==> src/rtl/muldiv_seq_pkg.sv <==
// Shared encodings for the iterative multiply/divide sequencer (muldiv_seq).
package muldiv_seq_pkg;

  typedef enum logic [1:0] {
    MD_MULT  = 2'b00,
    MD_MULTU = 2'b01,
    MD_DIV   = 2'b10,
    MD_DIVU  = 2'b11
  } md_op_e;

  typedef enum logic [1:0] {
    MD_IDLE = 2'b00,
    MD_RUN  = 2'b01,
    MD_FIX  = 2'b10
  } md_state_e;

  localparam int MD_STEPS = 32;

  function automatic logic md_is_div(input md_op_e o);
    return (o == MD_DIV) || (o == MD_DIVU);
  endfunction

  function automatic logic md_is_signed(input md_op_e o);
    return (o == MD_MULT) || (o == MD_DIV);
  endfunction

endpackage

==> src/rtl/muldiv_signfix.sv <==
// Conditional two's-complement negate; used both for operand magnitude and result sign fix-up.
module muldiv_signfix #(
  parameter int W = 32
) (
  input  logic [W-1:0] a,
  input  logic         neg,
  output logic [W-1:0] y
);
  assign y = neg ? (~a + W'(1)) : a;
endmodule

==> src/rtl/muldiv_seq.sv <==
// HI/LO owner: 32-step shift-add multiply / restoring divide on one shared adder.
// Optional MULDIV_EARLY_OUT_EN skips trailing multiply steps once the multiplier is exhausted.
module muldiv_seq
  import muldiv_seq_pkg::*;
#(
  parameter int DATA_W = MD_STEPS,
  parameter int CNT_W  = 6
) (
  input  logic              clk,
  input  logic              rst_n,
  input  logic              start,
  input  logic [1:0]        op,
  input  logic [DATA_W-1:0] rs_data,
  input  logic [DATA_W-1:0] rt_data,
  input  logic              mf_req,
  input  logic              mthi,
  input  logic              mtlo,
  input  logic [DATA_W-1:0] wdata,
  input  logic              flush,
  output logic              busy,
  output logic              stall,
  output logic [DATA_W-1:0] hi,
  output logic [DATA_W-1:0] lo
);

  md_state_e state, state_nxt;
  md_op_e    op_q;
  logic [DATA_W-1:0] p_hi, p_lo, opnd, hi_q, lo_q;
  logic [CNT_W-1:0]  cnt;
  logic neg_q, neg_r;
  logic step_en, fix_we;

  // operand capture
  md_op_e op_in;
  logic sgn_in, div_in, dz_in, accept, last, early;
  logic [DATA_W-1:0] rs_abs, rt_abs;
  assign op_in  = md_op_e'(op);
  assign sgn_in = md_is_signed(op_in);
  assign div_in = md_is_div(op_in);
  assign dz_in  = div_in && (rt_data == '0);
  assign accept = (state == MD_IDLE) && start && !flush;
  assign last   = (cnt == CNT_W'(DATA_W-1));

  muldiv_signfix #(.W(DATA_W)) u_abs_rs (.a(rs_data), .neg(sgn_in & rs_data[DATA_W-1]), .y(rs_abs));
  muldiv_signfix #(.W(DATA_W)) u_abs_rt (.a(rt_data), .neg(sgn_in & rt_data[DATA_W-1]), .y(rt_abs));

  // shared adder: add for multiply, compare-subtract (carry = no borrow) for divide
  logic [DATA_W:0]   add_a, add_b;
  logic              add_ci;
  logic [DATA_W+1:0] add_res;
  always_comb begin
    if (md_is_div(op_q)) begin
      add_a  = {p_hi, p_lo[DATA_W-1]};
      add_b  = ~{1'b0, opnd};
      add_ci = 1'b1;
    end else begin
      add_a  = {1'b0, p_hi};
      add_b  = p_lo[0] ? {1'b0, opnd} : '0;
      add_ci = 1'b0;
    end
  end
  assign add_res = {1'b0, add_a} + {1'b0, add_b} + {{(DATA_W+1){1'b0}}, add_ci};

  logic [2*DATA_W-1:0] mul_nxt, mul_sh;
  assign mul_nxt = {add_res[DATA_W:0], p_lo[DATA_W-1:1]};

`ifdef MULDIV_EARLY_OUT_EN
  // low (DATA_W-1-cnt) bits of p_lo after this step are the unconsumed multiplier
  logic [DATA_W-1:0] rem_mask;
  assign rem_mask = {DATA_W{1'b1}} >> (cnt + CNT_W'(1));
  assign early    = !md_is_div(op_q) && ((mul_nxt[DATA_W-1:0] & rem_mask) == '0);
  assign mul_sh   = early ? (mul_nxt >> (CNT_W'(DATA_W-1) - cnt)) : mul_nxt;
`else
  assign early  = 1'b0;
  assign mul_sh = mul_nxt;
`endif

  // result fix-up
  logic [2*DATA_W-1:0] prod_fix;
  logic [DATA_W-1:0]   quo_fix, rem_fix;
  muldiv_signfix #(.W(2*DATA_W)) u_fix_prod (.a({p_hi, p_lo}), .neg(neg_q), .y(prod_fix));
  muldiv_signfix #(.W(DATA_W))   u_fix_quo  (.a(p_lo), .neg(neg_q), .y(quo_fix));
  muldiv_signfix #(.W(DATA_W))   u_fix_rem  (.a(p_hi), .neg(neg_r), .y(rem_fix));

  // FSM
  always_ff @(posedge clk or negedge rst_n) begin
    if (!rst_n) state <= MD_IDLE;
    else        state <= state_nxt;
  end

  always_comb begin
    state_nxt = state;
    case (state)
      MD_IDLE: if (accept) state_nxt = MD_RUN;
      MD_RUN:  if (flush) state_nxt = MD_IDLE;
               else if (last || early) state_nxt = MD_FIX;
      default: state_nxt = MD_IDLE;
    endcase
  end

  always_comb begin
    busy    = (state != MD_IDLE);
    step_en = (state == MD_RUN) && !flush;
    fix_we  = (state == MD_FIX) && !flush;
    stall   = (start | mf_req | mthi | mtlo) & busy;
  end

  // datapath and HI/LO
  always_ff @(posedge clk or negedge rst_n) begin
    if (!rst_n) begin
      p_hi <= '0; p_lo <= '0; opnd <= '0; cnt <= '0;
      neg_q <= 1'b0; neg_r <= 1'b0; op_q <= MD_MULT;
      hi_q <= '0; lo_q <= '0;
    end else begin
      if (accept) begin
        p_hi  <= '0;
        p_lo  <= dz_in ? rs_data : rs_abs;
        opnd  <= rt_abs;
        cnt   <= '0;
        op_q  <= op_in;
        neg_q <= sgn_in && !dz_in && (rs_data[DATA_W-1] ^ rt_data[DATA_W-1]);
        neg_r <= sgn_in && !dz_in && rs_data[DATA_W-1];
      end else if (step_en) begin
        cnt <= cnt + CNT_W'(1);
        if (md_is_div(op_q)) begin
          p_hi <= add_res[DATA_W+1] ? add_res[DATA_W-1:0] : add_a[DATA_W-1:0];
          p_lo <= {p_lo[DATA_W-2:0], add_res[DATA_W+1]};
        end else begin
          {p_hi, p_lo} <= mul_sh;
        end
      end
      if (fix_we) begin
        if (md_is_div(op_q)) begin
          hi_q <= rem_fix;
          lo_q <= quo_fix;
        end else begin
          {hi_q, lo_q} <= prod_fix;
        end
      end else if (!busy && !start) begin
        if (mthi) hi_q <= wdata;
        if (mtlo) lo_q <= wdata;
      end
    end
  end

  assign hi = hi_q;
  assign lo = lo_q;

endmodule

==> config.mk <==
export PLATFORM = sky130hd
export DESIGN_NAME = muldiv_seq
export DESIGN_NICKNAME = d
export VERILOG_FILES = /design/src/rtl/muldiv_seq_pkg.sv /design/src/rtl/muldiv_signfix.sv /design/src/rtl/muldiv_seq.sv
export SDC_FILE = /design/constraint.sdc
export NUM_CORES = 1
export LEC_CHECK = 0
export BUFFER_PORTS_ARGS = -buffer_cell sky130_fd_sc_hd__clkbuf_2
export CAP_MARGIN = 0
export CORE_MARGIN = 8
export CORE_UTILIZATION = 50
export DETAILED_ROUTE_END_ITERATION = 7
export MAX_ROUTING_LAYER = met4
export PLACE_DENSITY = 0.68
export SYNTH_ARGS = -nofsm -noshare
export SYNTH_HDL_FRONTEND = slang
export SYNTH_SLANG_ARGS = --single-unit
==> constraint.sdc <==
create_clock -name clk -period 6.6 [get_ports clk]
set_clock_uncertainty 0.05 [all_clocks]
set_input_delay 0.66 -clock clk [delete_from_list [all_inputs] [get_ports clk]]
set_output_delay 0.66 -clock clk [all_outputs]
set_load 0.05 [all_outputs]
[Word-level counts from Yosys, hierarchy flattened]
Index checks and enable logic that the tools add are counted.
Storage, ports and cells
  flip-flop bits (word level): 172
  output and inout port bits: 66
  word-level logic and storage cells: 98
Operators by class
  add/sub/neg operators: 8
  equality and inequality tests: 9
  muxes and demuxes: 31
  bitwise operators: 13
  reduce and logical (&&, ||, !) cells: 27
Operators with widths (count)
  2-to-1 mux 32 bit: 21
  adder 32 x 1 -> 32 bit, second input constant: 4
  NOT 32 bit: 4
  2-to-1 mux 33 bit: 2
  adder 64 x 1 -> 64 bit, second input constant: 1
  2-to-1 mux 64 bit: 1
  NOT 64 bit: 1
  adder 33 x 33 -> 34 bit: 1
  adder 34 x 1 -> 34 bit: 1
  NOT 32 -> 33 bit: 1
  logical NOT 32 bit: 1
  2-to-1 mux 6 bit: 2
  == test 2 bit, second input constant: 5
  nonzero test 2 bit: 5
  logical AND 1 bit: 9
  adder 6 x 1 -> 6 bit, second input constant: 1
  == test 6 x 5 -> 1 bit, second input constant: 1
  2-to-1 mux 2 bit: 3
  AND reduction 2 bit: 3
  logical NOT 1 bit: 4
  logical NOT 2 bit: 2
  one-hot mux 2 bit (2 select lines): 1
  bitwise AND 1 bit: 3
  logical OR 1 bit: 3
  other kinds (6): 8

[Longest topological paths before layout]
  depth in word-level cells: 9
  gate-level depth with buffers: 18
  mapped depth without buffers: 14

[Cells and area by module]
From an unflattened synthesis, not the netlist that was laid out.
Unflattened totals
  cells, all modules: 2008
  area, all modules: 16368.2 um2
By module, submodules not included
  muldiv_seq: instances 1, cells an instance 1406, area an instance 11611.1 um2, seq. area each 4279.1 um2
  muldiv_signfix (u_abs_rs ...): instances 4, cells an instance 99, area an instance 777.0 um2, seq. area each 0.0 um2
  muldiv_signfix (u_fix_prod): instances 1, cells an instance 206, area an instance 1649.1 um2, seq. area each 0.0 um2

[Worst setup path before layout]
OpenSTA, ideal clock, no wires.
  kind: register to register
  from: reg op_q[1]
  to: reg p_hi[27]
  library setup time: 87 ps
  data arrival time: 4238 ps
  required time: 6463 ps
  setup slack: 2225 ps
  cell stages (with the launch flop): 16
  path buffers: 5
  clock period less this slack: 4375 ps
  cells stage by stage: dfrtp_1 > clkbuf_1 > clkbuf_1 > buf_1 > mux2_2 > ha_1 > clkbuf_1 > a211oi_1 > o211ai_1 > a41o_1 > a221o_1 > o21ai_0 > o21a_1 > clkbuf_1 > o221ai_1 > a22oi_1
Between the ends
  longest elaborated chain between the ends: 9
  elaborated cells between the ends (all ways): 12
  classes of those cells: add/sub: 2; eq/ne: 2; mux: 7; reduce/logical: 1
RTL lines
  from (decl): line muldiv_seq.sv:27  | md_op_e op_q;
  from (signal assigned): line muldiv_seq.sv:120  | op_q <= op_in;
  == test 2 bit: line muldiv_seq_pkg.sv:20  | return (o == MD_DIV) || (o == MD_DIVU);
  logical OR 1 bit *: line muldiv_seq_pkg.sv:20
  2-to-1 mux 33 bit: line muldiv_seq.sv:52  | if (md_is_div(op_q)) begin
  adder 33 x 33 -> 34 bit: line muldiv_seq.sv:62  | assign add_res = {1'b0, add_a} + {1'b0, add_b} + {{(DATA_W+1){1'b0}}, add_ci};
  adder 34 x 1 -> 34 bit: line muldiv_seq.sv:62
  2-to-1 mux 32 bit: line muldiv_seq.sv:126  | p_hi <= add_res[DATA_W+1] ? add_res[DATA_W-1:0] : add_a[DATA_W-1:0];
  2-to-1 mux 32 bit *: line muldiv_seq.sv:125  | if (md_is_div(op_q)) begin
  2-to-1 mux 32 bit *: line muldiv_seq.sv:123  | end else if (step_en) begin
  2-to-1 mux 32 bit *: line muldiv_seq.sv:115  | if (accept) begin
  to (signal assigned): line muldiv_seq.sv:126
  to (signal assigned): line muldiv_seq.sv:129  | {p_hi, p_lo} <= mul_sh;
  to (decl): line muldiv_seq.sv:28  | logic [DATA_W-1:0] p_hi, p_lo, opnd, hi_q, lo_q;
Every way passes the cells marked *; elsewhere a longest branch is shown, timed or not. The select of a mux whose other input is x is not followed.
A chain may end at the register's enable or synchronous reset.

[Final worst setup path]
  from: reg op_q[1]
  to: reg p_hi[4]
Same word-level chain as after synthesis.

==> flow_summary_export.csv <==
group,metric,value,unit
clock_network,clockRootBuffer,"clkbuf_16",
synth,ys_seq_elements,171,
run_status,status,"completed",
grt,antenna_found_initial,1,
sta,drv_slew,0,
power_and_ir_drop,powerDensity,411,nW/um^2
clock_network,insertion_delay,0.44,ns
route,avgViaCountPerCell,6.08,
critical_path,cp-end-kind,"flip-flop",
power_and_ir_drop,p_switching,3.17,mW
grt,grt_pass1_wl,68600,um
route,antenna_left,0,
clock_network,cts_buffers,17,
final_layout,syn_to_final_growth,11.6,%
place,port_buffers,170,
synth,syn_area_per_cell,8.04,sq um
synth,synth_cells,1683,
grt,grt_pass1_vias,12300,
route,wirelength,42900,um
critical_path,critPathBufInv,2,
critical_path,slowest_delay,0.56,ns
synth,ys_warn_count,0,
synth,ys_seq_area_share,31.6,%
sta,period_share,73.7,%
power_and_ir_drop,p_comb_share,54.0,%
floorplanning,core,26800,sq um
place,place.gp.congestion,0.999,
critical_path,cp_slowest_cell,"buf_4",
sta,setup_violations,0,
route,wire_per_inst,20.3,um
synth,synth_top_area_share,31.6,%
place,place_hpwl,32800,um
sta,fmax,206,MHz
synth,ys_top_cells_by_area,"dfrtp_1 32%, o21ai_0 8.5%, nand2_1 6.8%, mux2i_1 5.5%, xnor2_1 5.3%",
critical_path,crit_fanout,61,
clock_network,clockBufferDepth,2,
clock_network,postCtsHoldBufs,0,
synth,synth_cell_types,65,
power_and_ir_drop,clkPwrFrac,16.4,%
final_layout,fin_util,56.4,%
floorplanning,ios,171,
critical_path,crit_chain,"buf_4 -> mux2_2 -> ha_1 -> a21oi_1 -> o211ai_1 -> a41o_1 -> a221o_1 -> o21ai_0 -> o21a_1 -> buf_4 -> o221ai_1 -> o21ai_0",
sta,rsz0062_at_grt,"no",
critical_path,criticalPathCategory,"flip-flop to flip-flop",
grt,grt_remaining_overflow,0,
power_and_ir_drop,ir_drop,0.244,mV
synth,synth_area,13500,sq um
floorplanning,rows,60,
critical_path,critPathLaunchType,"flip-flop",
clock_network,cts.sinks,171,
worst_hold_path,hp-class,"input pin to asynchronous set/reset pin",
sta,hold_viol_final,0,
floorplanning,die_w,181,um
critical_path,cp.arrival,5.16,ns
synth,ys.flop_type,"dfrtp_1",
critical_path,crit_family,"compound AO/OA/AOI/OAI gates",
clock_network,post-cts-setup-buffers,0,
clock_network,path_clk_slew,0.08,ns
route,vias,12900,
clock_network,htree_num_levels,4,
floorplanning,die_area,32600,sq um
power_and_ir_drop,p_leak,6.36,nW
floorplanning,initial_core_util,50.5,%
clock_network,cts_resized,0,
route,drc,0,
critical_path,worstPathRequired,6.90,ns
synth,synth-edff-count,0,
grt,grt_max_degree,108,
job,cap_violations,0,
route,detail_route.iter0.violations,1343,
synth,syn_nets,1827,
final_layout,fillers,2524,
sta,tightest_slew,1.15,ns
sta,fin_setup_tns,0,ns
synth,yosys.area.top_type,"dfrtp_1",
sta,slew_headroom,23.6,%
power_and_ir_drop,swShare,50.9,%
final_layout,layout-drive-gt1-share,15.9,%
sta,fin_crit,4.86,ns
route,drt_pass1_iterations,5,
power_and_ir_drop,internal_power,3.05,mW
grt,grt_usage,26.6,%
power_and_ir_drop,seqPwrFrac,29.6,%
final_layout,nNetsFinal,1906,
clock_network,cts_tree,"built",
floorplanning,dieHeight,181,um
synth,synth-async-reset-ratio,100,%
-- layout make-up --
class                      instances  area, sq um  area share, %
multi-input combinational       1359         8700           57.6
sequential                       171         4280           28.4
timing repair buffer             191         1010           6.72
tap                              341          427           2.82
clock buffer                      17          425           2.82
clock inverter                    15          174           1.15
inverter                          22         82.6          0.547
antenna                            1         2.50         0.0166
-- layout by cell type, fill, tap and decap left out, drive strengths merged, types with 18 or more instances in the layout --
cell and count:
a211oi 35, a21o 22, a21oi 102, buf 22, clkbuf 186, dfrtp 171
ha 37, inv 28, mux2 29, mux2i 74, nand2 244, nand3 18
nor2 90, nor2b 29, nor3 29, o211ai 36, o21ai 230, o221ai 21
o31ai 28, or4 19, xnor2 82, xor2 69
-- through the flow --
step	power, mW	cells	area, sq um	worst slack (ns)	hold WS (ns)
floorplan	4.14	1683	13500	2.22	0.314
global placement	5.15	2084	14500	2.04	0.432
detailed placement	5.15	2084	14500	1.87	0.444
CTS	6.18	2116	15100	1.82	0.334
global route	6.61	2117	15100	1.39	0.355
finish	6.21	2117	15100	1.74	0.271
-- sequential cells by signal, indices dropped and copies added (netlist names) --
name   count
hi        32
p_hi      32
op_q       1
opnd      32
neg_r      1
cnt        6
state      2
neg_q      1
p_lo      32
lo        32
-- worst paths after layout --
kind	from	to	slack (ns)	cells past startpoint
max	op_q[1]$_DFFE_PN0P_	p_hi[4]$_DFFE_PN0P_	1.74	12
min in group clk	op[0]	neg_q$_DFFE_PN0P_	0.45	2
min reg2reg	opnd[21]$_DFFE_PN0P_	opnd[21]$_DFFE_PN0P_	0.45	2
max reg2reg	op_q[1]$_DFFE_PN0P_	p_hi[4]$_DFFE_PN0P_	1.74	12
min	rst_n	p_lo[13]$_DFFE_PN0P_	0.27	1
max in group asynchronous	rst_n	lo[1]$_DFFE_PN0P_	4.74	2
-- Yosys cell counts, types with 5 or more instances --
| cell type | number |
|---|---|
| o221ai_1 | 21 |
| inv_1 | 22 |
| nand4_1 | 15 |
| a22oi_1 | 5 |
| dfrtp_1 | 171 |
| a21o_1 | 22 |
| o21a_1 | 8 |
| nor2b_1 | 29 |
| clkbuf_1 | 108 |
| or3_1 | 13 |
| a31oi_1 | 10 |
| o21ai_0 | 229 |
| nand2b_1 | 5 |
| mux2_2 | 29 |
| o31ai_1 | 28 |
| nor4_1 | 12 |
| mux2i_1 | 74 |
| a21oi_1 | 102 |
| buf_1 | 19 |
| o22ai_1 | 11 |
| a211oi_1 | 35 |
| o41ai_1 | 11 |
| o211ai_1 | 36 |
| nor2_1 | 90 |
| nor3b_1 | 6 |
| nand3_1 | 18 |
| or4_1 | 17 |
| and2_1 | 10 |
| ha_1 | 37 |
| or2_2 | 9 |
| xor2_1 | 69 |
| nand2_1 | 244 |
| xnor2_1 | 82 |
| nor3_1 | 29 |
-- layer usage --
metal	wire length, um	global-route usage, %	part of all wire, %	vias up
met5	0	-	0	-
met4	771	6.15	1.8	0
met3	2400	3.45	5.6	52
met2	19200	39.9	45	462
met1	20500	37.7	48	6113
li1	-	-	-	6248
-- kinds of logic (layout without fill, tap and decap cells) --
family / Yosys count / in the layout / share of synthesized area [%]
buffers and inverters: 153 / 245 / 4.28
AO/OA/AOI/OAI: 552 / 552 / 25.2
multiplexers: 103 / 103 / 7.88
other: 0 / 1 / 0
flip-flops: 171 / 171 / 31.6
adder cells (fa/ha/maj): 39 / 39 / 3.72
AND/OR/NAND/NOR: 514 / 514 / 17.6
XOR/XNOR: 151 / 151 / 9.77
-- power by group through the flow --
stage	sequential (mW)	clock (mW)	combinational [mW]
2_1_floorplan	1.83	0	2.31
3_3_place_gp	1.84	0	3.31
3_5_place_dp	1.84	0	3.31
4_1_cts	1.83	1.03	3.33
5_1_grt	1.88	1.08	3.65
6_report	1.84	1.02	3.36
No activity file was read; power rests on OpenSTA's default activity.
